--- src/rtl/fetch_unit.sv ---
// fetch_unit: instruction fetch stage feeding the decoder.
// Owns the program counter, issues one-word reads to a one-cycle-latency
// instruction BRAM, and buffers returned words with their PCs in a 2-entry
// queue presented over a valid/ready handshake. Redirects flush everything
// and restart fetch at the target.
// Optional feature macro: FETCH_HALT_EN (stop fetching after enqueuing an
// all-zero instruction word until redirect or reset).
module fetch_unit #(
  parameter logic [31:0] RESET_PC = 32'h0000_0000,
  parameter int          IMEM_AW  = 14
) (
  input  logic               clk,
  input  logic               rstn,
  output logic               imem_en,
  output logic [IMEM_AW-1:0] imem_addr,
  input  logic [31:0]        imem_rdata,
  input  logic               redirect,
  input  logic [31:0]        redirect_pc,
  output logic               out_valid,
  input  logic               out_ready,
  output logic [31:0]        inst,
  output logic [31:0]        pc,
  output logic               halted
);

  // Instruction and machine-word widths used for the queue storage.
  localparam int LEN_INST = 32;
  localparam int LEN_WORD = 32;

  // Program counter of the next word to request.
  logic [LEN_WORD-1:0] fetch_pc_q, fetch_pc_d;

  // One outstanding BRAM read and the PC it was issued for.
  logic                inflight_q, inflight_d;
  logic [LEN_WORD-1:0] inflight_pc_q, inflight_pc_d;

  // Two-entry circular queue of {instruction, pc}.
  logic [LEN_INST-1:0] inst_q [2];
  logic [LEN_INST-1:0] inst_d [2];
  logic [LEN_WORD-1:0] pc_q [2];
  logic [LEN_WORD-1:0] pc_d [2];
  logic                rd_ptr_q, rd_ptr_d;
  logic                wr_ptr_q, wr_ptr_d;
  logic [1:0]          count_q, count_d;

  // Halt flag; stays constant zero unless the halt feature is built in.
  logic                halted_q, halted_d;

  // Handshake and flow-control helpers.
  logic                pop;
  logic                push;
  logic                issue;
  logic [2:0]          occupancy;

  // Queue head drives decode directly; a pop happens whenever decode takes it.
  always_comb begin
    out_valid = (count_q != 2'd0);
    inst      = inst_q[rd_ptr_q];
    pc        = pc_q[rd_ptr_q];
    halted    = halted_q;
    pop       = out_valid & out_ready;
    push      = inflight_q & ~redirect;
  end

  // Issue a read only if the queue can absorb it next cycle: the entries
  // still held after this cycle's pop plus the read already in flight must
  // leave a free slot. This is what keeps the queue from ever overflowing.
  always_comb begin
    occupancy = {1'b0, count_q} + {2'b00, inflight_q} - {2'b00, pop};
    issue     = ~redirect & ~halted_q & (occupancy < 3'd2);
    imem_en   = issue & rstn;
    imem_addr = fetch_pc_q[IMEM_AW+1:2];
  end

  // Next-state logic: redirect flushes and retargets; otherwise push the
  // returning word, pop on acceptance and advance the PC on issue.
  always_comb begin
    fetch_pc_d    = fetch_pc_q;
    inflight_d    = inflight_q;
    inflight_pc_d = inflight_pc_q;
    inst_d        = inst_q;
    pc_d          = pc_q;
    rd_ptr_d      = rd_ptr_q;
    wr_ptr_d      = wr_ptr_q;
    count_d       = count_q;
    halted_d      = halted_q;

    if (redirect) begin
      count_d    = 2'd0;
      rd_ptr_d   = 1'b0;
      wr_ptr_d   = 1'b0;
      inflight_d = 1'b0;
      fetch_pc_d = {redirect_pc[31:2], 2'b00};
      halted_d   = 1'b0;
    end else begin
      if (pop) begin
        rd_ptr_d = ~rd_ptr_q;
      end
      if (push) begin
        inst_d[wr_ptr_q] = imem_rdata;
        pc_d[wr_ptr_q]   = inflight_pc_q;
        wr_ptr_d         = ~wr_ptr_q;
      end
      count_d = count_q + {1'b0, push} - {1'b0, pop};
      if (issue) begin
        inflight_d    = 1'b1;
        inflight_pc_d = fetch_pc_q;
        fetch_pc_d    = fetch_pc_q + 32'd4;
      end else begin
        inflight_d = 1'b0;
      end
`ifdef FETCH_HALT_EN
      if (push && (imem_rdata == '0)) begin
        halted_d = 1'b1;
      end
`else
      halted_d = 1'b0;
`endif
    end
  end

  // Control state with asynchronous active-low reset.
  always_ff @(posedge clk or negedge rstn) begin
    if (!rstn) begin
      fetch_pc_q    <= RESET_PC;
      inflight_q    <= 1'b0;
      inflight_pc_q <= '0;
      rd_ptr_q      <= 1'b0;
      wr_ptr_q      <= 1'b0;
      count_q       <= 2'd0;
      halted_q      <= 1'b0;
    end else begin
      fetch_pc_q    <= fetch_pc_d;
      inflight_q    <= inflight_d;
      inflight_pc_q <= inflight_pc_d;
      rd_ptr_q      <= rd_ptr_d;
      wr_ptr_q      <= wr_ptr_d;
      count_q       <= count_d;
      halted_q      <= halted_d;
    end
  end

  // Queue payload needs no reset: it is only observed when count is nonzero.
  always_ff @(posedge clk) begin
    inst_q <= inst_d;
    pc_q   <= pc_d;
  end

endmodule

--- config.mk ---
export PLATFORM = sky130hd
export DESIGN_NAME = fetch_unit
export DESIGN_NICKNAME = d
export VERILOG_FILES = /design/src/rtl/fetch_unit.sv
export SDC_FILE = /design/constraint.sdc
export NUM_CORES = 1
export LEC_CHECK = 0
export BUFFER_PORTS_ARGS = -buffer_cell sky130_fd_sc_hd__clkbuf_2
export CAP_MARGIN = 20
export CORE_MARGIN = 4
export CORE_UTILIZATION = 55
export DETAILED_ROUTE_END_ITERATION = 12
export PLACE_DENSITY = 0.79
export SLEW_MARGIN = 30
export SYNTH_ARGS = -nofsm -noshare
export SYNTH_HDL_FRONTEND = slang
export SYNTH_SLANG_ARGS = --single-unit
--- constraint.sdc ---
create_clock -name clk -period 4.6 [get_ports clk]
set_input_delay 0.23 -clock clk [delete_from_list [all_inputs] [get_ports clk]]
set_output_delay 0.23 -clock clk [all_outputs]
set_load 0.05 [all_outputs]
==> impl_metrics.csv <==
group,metric,value,unit
placement,port-buffer-count,143,
clock_tree,cts_max_path_buffers,2,
logic_synthesis,ys.flop_type,"edfxtp_1",
timing,worst_pin_slew,0.843,ns
clock_tree,cts_buffers,17,
timing,setup_viol,0,
die,die_w,127,um
worst_setup_path,path_common_cell,"or4_1",
clock_tree,postCtsSetupRepairBufs,0,
grt,grt_overflow_total,0,
clock_tree,cts_sinks,189,
timing,fin_setup_tns,0,ns
worst_hold_path,hold_path.class,"primary input to register",
worst_setup_path,worstPathRequired,4.95,ns
worst_setup_path,crit_buf_inv,0,
timing,setup_ws,1.32,ns
timing,post-route-min-period,3.28,ns
clock_tree,cts_tree,"done",
cells_and_area,diodes,0,
worst_setup_path,r2r-start,"count_q[1]",
drt,drc,0,
worst_setup_path,r2r_end,"fetch_pc_q[22]",
logic_synthesis,synthCells,516,
logic_synthesis,netlist_area,0.00780,mm2
pwr,p_per_area,619,mW/mm2
timing,max_freq,305,MHz
pwr,p_leak,0.00369,uW
die,dieHeight,127,um
worst_setup_path,end_kind,"register",
grt,first_global_vias,4969,
worst_setup_path,setup.worst_path.class,"register to register",
drt,dr.pass1.iters,4,
timing,rsz0062_at_grt,"false",
die,coreArea,0.0139,mm2
drt,vias,4794,
cells_and_area,drive_above_1_share,39.9,%
placement,dpl.hpwl,10.4,mm
drt,drt.antenna.violating_nets,0,
clock_tree,path_clk_slew,0.07,ns
drt,first_iter_violations,369,
clock_tree,clk_latency,0.42,ns
clock_tree,h-tree-depth,4,
placement,place_ws,1.32,ns
worst_hold_path,hp-start,"redirect_pc[7]",
logic_synthesis,netlist_top_cells_area,"edfxtp_1 48%, dfrtp_1 21%, mux2_2 13%, buf_4 1.6%, or4_1 1.4%",
logic_synthesis,synth_edf_count,124,
logic_synthesis,ys_seq_area_share,68.6,%
worst_setup_path,worstSetupStartpointType,"register",
grt,grt_usage,20.2,%
worst_setup_path,reg2reg_slack,1.32,ns
timing,final-max-slew-violation-count,0,
worst_hold_path,hold_depth,3,
worst_setup_path,worstPathMaxFanout,19,
logic_synthesis,yosysTopAreaCell,"edfxtp_1",
worst_setup_path,worstPathArrival,3.63,ns
die,std_cell_rows,43,
pwr,ir_worst_vdd,306,uV
timing,clock_skew,0.00603,ns
logic_synthesis,synth_commonest_cells,"124 x edfxtp_1, 92 x mux2_2, 65 x dfrtp_1",
logic_synthesis,synth.most_common_cell,"edfxtp_1",
timing,finalCritPeriodShare,71.4,%
clock_tree,clock_tree.root_cell,"clkbuf_16",
worst_hold_path,whs_endpoint,"fetch_pc_q[7]",
cells_and_area,syn2layout_area_growth,21.6,%
logic_synthesis,yosysTopAreaCellShare,47.7,%
worst_setup_path,rr_worst_depth,7,
drt,vias_per_cell,5.47,
logic_synthesis,synthArstFlopShare,34.4,%
worst_setup_path,crit_path_start,"count_q[1]",
grt,antenna_found_initial,0,
logic_synthesis,ys_warn_count,0,
worst_setup_path,crit_family,"simple AND/OR/NAND/NOR gates",
logic_synthesis,post_synth_num_cell_types,42,
status,status,"complete, no violations",
cells_and_area,nets,754,
grt,grt_max_degree,66,
grt,grt_pass1_wl,25.3,mm
die,ios,149,
timing,slew_headroom,43.7,%
drt,wirelength,15.4,mm
logic_synthesis,avgSynthCellArea,15.1,um2
placement,gp_congestion,0.782,
worst_setup_path,slowest_delay,0.81,ns
pwr,p_total,5870,uW
drt,wl_per_cell,17.6,um
worst_setup_path,cp_slowest_cell,"or4_1",
logic_synthesis,synth_seq_cells,189,
flow_run,cap_violations,0,
die,die_area,0.0162,mm2
worst_setup_path,crit_path_cell_trace,"and3b_1 > o21ai_0 > fa_1 > nand2_1 > or4_1 > or4_1 > a31oi_1",
die,start_util,56.2,%
timing,hold_viol_final,0,
## routing by layer
layer  global-route usage, %  up-vias  share of wire [%]
li1                        -     2269                  -
met1                    26.3     2352                 43
met2                    32.6      148                 49
met3                    5.52       25                5.7
met4                    7.82        0                2.4
met5                       0        -                  0
## report_power, final
group          internal [uW]  total (uW)  switching (uW)
clock                    751        1370             618
sequential              2290        2540             247
combinational            651        1970            1320
total                   3690        5870            2180
## sequential cells by signal (all words and copies together) (netlist names)
register	cells
count_q	2
fetch_pc_q	30
inflight_pc_q	30
inflight_q	1
inst_q	64
pc_q	60
rd_ptr_q	1
wr_ptr_q	1
## how the worst max path moves through the flow
stage | end | slack [ns] | cells after the start
4_1_cts | fetch_pc_q[22] | 1.31 | 7
3_5_place_dp | fetch_pc_q[22] | 1.32 | 7
6_report | fetch_pc_q[22] | 1.32 | 7
2_1_floorplan | inst_q[32] | 0.54 | 4
5_1_grt | fetch_pc_q[22] | 1.08 | 7
3_3_place_gp | fetch_pc_q[22] | 1.46 | 7
## layout by cell type (no fill, tap or decap), drive strengths merged, types with 2 or more instances in the layout
master         n
a22oi          2
a31oi         11
and2           3
and3           4
and4           6
buf            8
clkbuf       162
clkinv         7
conb           3
dfrtp         65
dlygate4sd3   34
edfxtp       124
ha             2
inv           11
mux2          92
nand2         27
nand3         15
nand4         11
nor2          18
nor2b          6
nor3           3
o211ai         6
o21ai         17
o31ai          7
or2            3
or3            5
or4           15
xnor2          9
xor2           6
## cell type report
class / count / area (um2)
Fill cell: 962 / 4390
Inverter: 7 / 26.3
Sequential cell: 189 / 5350
Timing Repair Buffer: 184 / 1110
Multi-Input combinational cell: 284 / 2230
Tap cell: 180 / 225
Clock buffer: 20 / 437
Clock inverter: 12 / 111
## cells by family (layout without fill, tap and decap cells)
logic type | Yosys count | after routing | synth area share (%)
buf+inv | 45 | 223 | 3.06
other cells | 1 | 3 | 0.0481
simple gates | 124 | 124 | 8.89
mux | 93 | 93 | 13.4
compound gates | 46 | 46 | 3.74
fa+ha+maj | 3 | 3 | 0.577
flops | 189 | 189 | 68.6
xor+xnor | 15 | 15 | 1.68
## repair_timing
item	4_1_cts	5_1_grt
endpoints found under the hold margin	66	0
hold buffers	34	0
resized for setup	0	0
endpoints found under the setup margin	0	0
## worst register-to-register path, cell delays in order, from the launching register on
cell and delay (ns):
dfrtp_1 0.48, and3b_1 0.24, o21ai_0 0.12, fa_1 0.63, nand2_1 0.16, or4_1 0.81, or4_1 0.58, a31oi_1 0.19
## metrics by stage
step / hold slack, ns / utilization [%] / cells / instance area (um2)
4_1_cts: 0.00322 / 68.3 / 876 / 9490
3_5_place_dp: 0.425 / 61.9 / 810 / 8600
5_1_grt: 0.00167 / 68.3 / 876 / 9490
2_1_floorplan: -0.0656 / - / 518 / 7810
3_3_place_gp: 0.420 / 61.9 / 810 / 8600
6_report: 0.0246 / 68.3 / 876 / 9490
(Power assumes the default switching activity.)
